`config.mk`:
```
export PLATFORM = sky130hd
export DESIGN_NAME = alu_operand_sequencer
export DESIGN_NICKNAME = d
export VERILOG_FILES = /design/src/rtl/alu_operand_sequencer_pkg.sv /design/src/rtl/alu_operand_sequencer_regfile.sv /design/src/rtl/alu_operand_sequencer.sv
export SDC_FILE = /design/constraint.sdc
export NUM_CORES = 1
export LEC_CHECK = 0
export CORE_MARGIN = 8
export CORE_UTILIZATION = 55
export CTS_BUF_LIST = sky130_fd_sc_hd__clkbuf_2 sky130_fd_sc_hd__clkbuf_4 sky130_fd_sc_hd__clkbuf_8
export CTS_CLUSTER_DIAMETER = 30
export DETAILED_ROUTE_END_ITERATION = 10
export GPL_ROUTABILITY_DRIVEN = 0
export HOLD_SLACK_MARGIN = 0.03
export PLACE_DENSITY_LB_ADDON = 0.25
export SLEW_MARGIN = 25
export SYNTH_ARGS = -nofsm -noshare
export SYNTH_HDL_FRONTEND = slang
export SYNTH_SLANG_ARGS = --single-unit
export TNS_END_PERCENT = 50
```
`constraint.sdc`:
```
create_clock -name clk -period 3.2 [get_ports clk]
set_input_delay 0.64 -clock clk [delete_from_list [all_inputs] [get_ports clk]]
set_output_delay 0.64 -clock clk [all_outputs]
set_load 0.005 [all_outputs]
```
`src/rtl/alu_operand_sequencer_pkg.sv`:
```
// alu_seq_pkg: opcodes, command kinds and FSM states shared by the operand sequencer.
package alu_seq_pkg;
    localparam logic [1:0] OP_ADD = 2'b00;
    localparam logic [1:0] OP_SUB = 2'b01;
    localparam logic [1:0] OP_AND = 2'b10;
    localparam logic [1:0] OP_OR  = 2'b11;
    localparam logic KIND_ALU  = 1'b0;
    localparam logic KIND_LOAD = 1'b1;
    typedef enum logic [1:0] {IDLE, EXEC, WB, RESP} state_t;
endpackage

```
`src/rtl/alu_operand_sequencer_regfile.sv`:
```
// alu_regfile: NREG x DATA_W register file, two async read ports, one sync write port, sync clear.
module alu_regfile
    import alu_seq_pkg::*;
#(
    parameter int DATA_W = 4,
    parameter int NREG = 4,
    localparam int RW = $clog2(NREG)
) (
    input  logic              clk,
    input  logic              rst,
    input  logic              i_we,
    input  logic [RW-1:0]     i_waddr,
    input  logic [DATA_W-1:0] i_wdata,
    input  logic [RW-1:0]     i_raddr_a,
    input  logic [RW-1:0]     i_raddr_b,
    output logic [DATA_W-1:0] o_rdata_a,
    output logic [DATA_W-1:0] o_rdata_b
);
    logic [DATA_W-1:0] r_mem [NREG];

    always_ff @(posedge clk) begin
        if (rst)
            r_mem <= '{default: '0};
        else if (i_we)
            r_mem[i_waddr] <= i_wdata;
    end

    assign o_rdata_a = r_mem[i_raddr_a];
    assign o_rdata_b = r_mem[i_raddr_b];
endmodule

```
`src/rtl/alu_operand_sequencer.sv`:
```
// alu_operand_sequencer: feeds register operands to an external ALU and writes results back.
module alu_operand_sequencer
    import alu_seq_pkg::*;
#(
    parameter int DATA_W = 4,
    parameter int NREG = 4,
    localparam int RW = $clog2(NREG)
) (
    input  logic              clk,
    input  logic              rst,
    input  logic              cmd_valid,
    output logic              cmd_ready,
    input  logic              cmd_kind,
    input  logic [1:0]        cmd_op,
    input  logic [RW-1:0]     cmd_dst,
    input  logic [RW-1:0]     cmd_src_a,
    input  logic [RW-1:0]     cmd_src_b,
    input  logic [DATA_W-1:0] cmd_imm,
    output logic [DATA_W-1:0] alu_a,
    output logic [DATA_W-1:0] alu_b,
    output logic [1:0]        alu_op,
    input  logic [DATA_W-1:0] alu_result,
    output logic              out_valid,
    input  logic              out_ready,
    output logic [DATA_W-1:0] out_data,
    output logic [RW-1:0]     out_dst,
    output logic              out_zero
);
    state_t            r_state, w_next;
    logic [1:0]        r_op;
    logic [RW-1:0]     r_dst, r_src_a, r_src_b;
    logic [DATA_W-1:0] r_res;
    logic [DATA_W-1:0] w_rd_a, w_rd_b;
    logic              w_accept;

    assign cmd_ready = (r_state == IDLE) && !rst;
    assign w_accept  = cmd_valid && cmd_ready;

    always_ff @(posedge clk) begin
        if (rst)
            r_state <= IDLE;
        else
            r_state <= w_next;
    end

    always_comb begin
        w_next = r_state;
        case (r_state)
            IDLE: if (cmd_valid) w_next = (cmd_kind == KIND_LOAD) ? WB : EXEC;
            EXEC: w_next = WB;
            WB:   w_next = RESP;
            RESP: if (out_ready) w_next = IDLE;
            default: w_next = IDLE;
        endcase
    end

    // r_res carries the immediate for loads and is overwritten by the ALU result in EXEC
    always_ff @(posedge clk) begin
        if (rst) begin
            r_op      <= '0;
            r_dst     <= '0;
            r_src_a   <= '0;
            r_src_b   <= '0;
            r_res     <= '0;
            out_valid <= 1'b0;
            out_data  <= '0;
            out_dst   <= '0;
            out_zero  <= 1'b0;
        end else begin
            if (w_accept) begin
                r_op    <= cmd_op;
                r_dst   <= cmd_dst;
                r_src_a <= cmd_src_a;
                r_src_b <= cmd_src_b;
                r_res   <= cmd_imm;
            end
            if (r_state == EXEC)
                r_res <= alu_result;
            if (r_state == WB) begin
                out_valid <= 1'b1;
                out_data  <= r_res;
                out_dst   <= r_dst;
                out_zero  <= (r_res == '0);
            end
            if (r_state == RESP && out_ready)
                out_valid <= 1'b0;
        end
    end

    alu_regfile #(.DATA_W(DATA_W), .NREG(NREG)) u_rf (
        .clk       (clk),
        .rst       (rst),
        .i_we      (r_state == WB),
        .i_waddr   (r_dst),
        .i_wdata   (r_res),
        .i_raddr_a (r_src_a),
        .i_raddr_b (r_src_b),
        .o_rdata_a (w_rd_a),
        .o_rdata_b (w_rd_b)
    );

    // sources read from latched indices; stable through EXEC since rf only changes in WB
    assign alu_a  = w_rd_a;
    assign alu_b  = w_rd_b;
    assign alu_op = r_op;
endmodule

```
==> results of run 1 <==
critical path: stages (launching register included):
cell             delay (ps)
dfxtp_1                 540
mux4_2                  560
clkdlybuf4s50_1         460
layout make-up:
type	count	area, um2
Multi-Input combinational cell	114	922
Sequential cell	38	761
Clock buffer	7	58.8
Fill cell	226	806
Clock inverter	1	5.00
Timing Repair Buffer	40	398
Inverter	6	22.5
Tap cell	44	55.1
layout by cell type, fill, tap and decap left out, types with 2 or more instances in the layout:
master            n
clkdlybuf4s50_1  39
nand3b_2          2
mux4_2            8
a21oi_1           6
o21ai_0           8
dfxtp_1          38
nand2_1          13
ha_1              5
nand2b_1         10
clkbuf_4          6
a221oi_2          4
inv_1             6
mux2i_1          24
nor2_1           24
stage by stage:
| step | power (W) | instance area, um2 |
|---|---|---|
| 2_1_floorplan | 0.000931 | 1750 |
| 3_3_place_gp | 0.00107 | 2160 |
| 3_5_place_dp | 0.00110 | 2160 |
| 4_1_cts | 0.00136 | 2220 |
| 5_1_grt | 0.00143 | 2220 |
| 6_report | 0.00135 | 2220 |
worst max-delay path by stage:
stage	startpoint	endpoint	slack, ps	cells past startpoint
after floorplan	r_src_a[0]$_SDFFE_PP0P_	alu_a[0]	1590	1
after global placement	rst	r_res[2]$_SDFFE_PP0P_	790	5
final	r_src_a[0]$_SDFFE_PP0P_	alu_a[3]	660	2
after detailed placement	rst	r_res[0]$_SDFFE_PP0P_	700	5
after CTS	r_src_a[0]$_SDFFE_PP0P_	alu_a[3]	630	2
after global routing	r_src_a[0]$_SDFFE_PP0P_	alu_a[3]	560	2
where the power goes:
group / switching, W / internal [W]
clock: 0.000152 / 0.000115
combinational: 0.000204 / 0.000242
sequential: 0.0000917 / 0.000544
routing by layer:
metal	track usage, %	up-vias
met2	26.2	44
met5	0	-
met4	7.78	0
met3	6.34	8
met1	17.0	612
li1	-	659
kinds of logic after synthesis:
kind of cell    share of synthesized area (%)
buf+inv                                  3.72
compound gates                           9.31
flops                                    43.5
simple gates                             15.8
mux                                      24.1
fa+ha+maj                                3.58
flip-flops by register name, summed over array words and instances (netlist names):
signal,flops
out_valid,1
r_src_a,2
r_state,2
out_dst,2
r_src_b,2
r_dst,2
out_zero,1
out_data,4
u_rf.r_mem,16
alu_op,2
r_res,4
==> impl_metrics.ini, run 1 <==
[synthesis]
synth_top_area_share_pct = 43.5
netlist_top_cells_count = dfxtp_1, mux2i_1, nor2_1
synth_most_common_cell = dfxtp_1
synth-seq-cells = 38
syn_area_um2 = 1750
synthDistinctLibCells = 25
synth_area_per_cell_um2 = 10.5
synth_fp_nets = 192
ys_warn_count = 0
synth_cells = 166
yosys_most_used_dff = dfxtp_1
synthTopCellsByArea = dfxtp_1, mux2i_1, mux4_2
async_flop_share_pct = 0
yosysTopAreaCell = dfxtp_1
synth_edf_count = 0
yosysSeqAreaShare_pct = 43.5

[timing]
hold_viol_final = 0
finalCriticalPeriod_ps = 2540
finClkSkew_ps = 5.39
worst_pin_slew_ps = 681
relSlewSlack_pct = 54.6
setup_tns_ps = 0
setup_viol = 0
fmaxAchievable_mhz = 394
rsz0062_at_grt = false
maxSlewViolCount = 0
fin_ws_ps = 663
fin_hold_ws_ps = 488
period_share_pct = 79.3

[worst_setup_path]
arrival_ps = 1900
r2r-start = r_state[0]$_SDFFE_PP0P_
cp_data_required_time_ps = 2560
cp-end-kind = output pin
worstReg2RegEnd = u_rf.r_mem[1]$_SDFFE_PP0P_
rrSetupSlack_ps = 1220
reg2reg_depth = 5
worstPathMaxFanout = 5
worstSetupPathType = flop to output pin
cp-start-kind = flop

[clock_tree]
postCtsSetupBuffers = 0
clock-sinks = 38
clock_path_buffers = 2
h-tree-depth = 2
hold_buffers = 0
clkLatencyLatePin_ps = 350
ctsResizeCount = 0
cts-root-buf = clkbuf_4
path_clk_slew_ps = 110
cts_tree = done
numCtsBuffers = 5

[floorplan]
die_w_um = 72.4
pin_count = 40
design.die.area_um2 = 5240
initial_core_util_pct = 57.7
core_area_um2 = 3030
row_count = 20
die_height_um = 72.4

[finish]
diodes = 0
layout.nets = 231
utilization_pct = 73.4
synthToLayoutAreaGrowth_pct = 27.1
fin_cells = 250
drive_gt1_share_pct = 11.7

[routing]
drcViolationCount = 0
maxUsedRoutingLayer = met4
drtIter0Drc = 86
route.met2.wl_um = 1980
avgViaCountPerCell = 5.29
met3_length_um = 280
met1Wirelength_um = 1550
drt_wl_total_um = 3880
firstDrtPassIters = 4
num_vias = 1323
drtAntennaViolNets = 0
wl_per_cell_um = 15.5

[global_routing]
antenna_found_initial = 0
grt_usage_pct = 15.8
grt_pass1_vias = 1355
grt_overflow_total = 0
grt_max_degree = 41
grt_pass1_wl_um = 6420

[place]
dp.cells = 242
io_buffers = 39
dp_slack_ps = 702
hpwl_um = 2930

[power]
p_leak_nw = 0.891
power_density_nw_per_um2 = 608
ir_worst_vdd_v = 0.000396

[run]
drv_cap = 0

[min_path]
min-delay-start = alu_op[0]$_SDFFE_PP0P_
hold_path.class = flop to flop
hold_path_end = alu_op[0]$_SDFFE_PP0P_
hold_depth = 2

[outcome]
status = finished, final reports clean
Note: power is estimated with default switching activity, not from simulation.
==> run 2, diff against run 1 <==
- CORE_UTILIZATION: 55 -> 46
- clock period: 3.2 -> 2.2 ns (I/O delays scaled with it)
==> run 2 against run 1 <==
  * Die area rose by 15%
  * Largest cell class unchanged
  * Sequential share of layout area is 1.1 points lower
  * Cell count increased by 3.2%
  * Clock skew shrank 2.2 ps
  * Non-clock buffer count increased by 4
  * Via count up 4.0%
  * Clock-buffer cell count up 1
  * Highest routed layer unchanged
==> impl_metrics.ini, run 2 (synthesis gave the netlist of run 1 again) <==
[global_routing]
grt_pass1_vias = 1497
grt_pass1_wl_um = 7050
grt_usage_pct = 14.3
grt_max_degree = 28
grt_overflow_total = 0
antenna_found_initial = 0

[finish]
largest_register_ffs = 16
layout.nets = 235
synthToLayoutAreaGrowth_pct = 31.9
layout_common_cells = clkdlybuf4s50_1, dfxtp_1, mux2i_1, nor2_1, nand2_1
drive_gt1_share_pct = 14.3
fillers = 309
reg.largest.list = u_rf.r_mem (16), out_data (4), r_res (4)
regMostFlops = u_rf.r_mem
diodes = 0
final_common_cell = clkdlybuf4s50_1

[worst_setup_path]
arrival_ps = 1680
crit_buf_inv = 1
worstPathCellList = mux4_2, clkdlybuf4s50_1
r2r-start = r_state[0]$_SDFFE_PP0P_
worstPathMaxFanout = 5
reg2reg_depth = 6
rrSetupSlack_ps = 610
critPathTopFamily = multiplexers
cpMaxStageDelayCell = mux4_2
cp_data_required_time_ps = 1760
cp-start-kind = flop
cp-end-kind = output pin
worstReg2RegEnd = u_rf.r_mem[10]$_SDFFE_PP0P_
crit_start = r_src_b[0]$_SDFFE_PP0P_
cp_slowest_stage_delay_ps = 520
worstSetupPathType = flop to output pin

[timing]
maxSlewViolCount = 0
setup_viol = 0
finalCriticalPeriod_ps = 2120
fmaxAchievable_mhz = 471
rsz0062_at_grt = false
setup_tns_ps = 0
worst_pin_slew_ps = 363
period_share_pct = 96.5
relSlewSlack_pct = 75.8
hold_viol_final = 0
finClkSkew_ps = 3.18
fin_ws_ps = 76.4

[floorplan]
die_height_um = 77.6
initial_core_util_pct = 47.7
die_w_um = 77.6
pin_count = 40
core_area_um2 = 3660
design.die.area_um2 = 6030
row_count = 22

[clock_tree]
h-tree-depth = 2
hold_buffers = 0
cts_tree = done
clock_path_buffers = 2
path_clk_slew_ps = 80
cts-root-buf = clkbuf_8
clkLatencyLatePin_ps = 290
clock-sinks = 38
numCtsBuffers = 5

[routing]
drtAntennaViolNets = 0
maxUsedRoutingLayer = met4
num_vias = 1376
avgViaCountPerCell = 5.33
drtIter0Drc = 56
met3_length_um = 236
wl_per_cell_um = 16.3
route.met2.wl_um = 2210
drcViolationCount = 0
met1Wirelength_um = 1700
drt_wl_total_um = 4220
firstDrtPassIters = 4

[min_path]
hold_depth = 2
hold_path_end = alu_op[1]$_SDFFE_PP0P_
min-delay-start = alu_op[1]$_SDFFE_PP0P_
hold_path.class = flop to flop

[run]
drv_cap = 0

[place]
io_buffers = 39
dp_slack_ps = 267
hpwl_um = 3090

[power]
p_leak_nw = 0.931
power_density_nw_per_um2 = 943
ir_worst_vdd_v = 0.000677

[outcome]
status = finished, final reports clean
-- run 2: what timing repair did --
item / in CTS / in global routing
gates resized for setup: 2 / 0
setup buffers: 0 / 0
setup endpoints to repair: 8 / 0
-- run 2: through the flow --
step	std cells	hold slack, ps	util (%)	total power (W)	area, um2
2_1_floorplan	166	465	-	0.00135	1750
3_3_place_gp	250	461	59.9	0.00159	2190
3_5_place_dp	250	479	59.9	0.00162	2190
4_1_cts	258	490	63.0	0.00219	2310
5_1_grt	258	519	63.0	0.00229	2310
6_report	258	483	63.0	0.00217	2310
-- run 2: worst reg2reg max path, delay by kind of cell (launching register included) --
| kind | cells | cell delay (ps) |
|---|---|---|
| adders and majority gates | 1 | 300 |
| buffers and inverters | 2 | 350 |
| and+or+nand+nor | 2 | 240 |
| DFF | 1 | 340 |
| muxes | 1 | 240 |
-- run 2: worst max-delay path by stage --
stage           endpoint  depth (start not counted)  slack (ps)
3_3_place_gp   cmd_ready                          3         270
5_1_grt         alu_a[3]                          2           5
4_1_cts         alu_b[0]                          2          60
2_1_floorplan   alu_a[0]                          1         790
6_report        alu_b[0]                          2          80
3_5_place_dp   cmd_ready                          3         270
-- run 2: cell type report --
type	instances	area, um2	area share (%)
clock buffers	8	110	4.77
inverters	6	22.5	0.977
multi-input cells	114	922	40.0
flip-flops and latches	38	763	33.1
well taps	48	60.1	2.60
repair buffers	44	428	18.6
-- run 2: per-layer routing --
metal | track usage, % | vias up
met5 | 0 | -
met4 | 6.04 | 0
met3 | 5.30 | 8
met2 | 25.5 | 33
met1 | 14.7 | 663
li1 | - | 672
-- run 2: power breakdown --
part           total, W  switching, W  internal (W)
sequential     0.000935      0.000141      0.000794
combinational  0.000678      0.000304      0.000373
clock          0.000562      0.000246      0.000317
total           0.00217      0.000691       0.00148
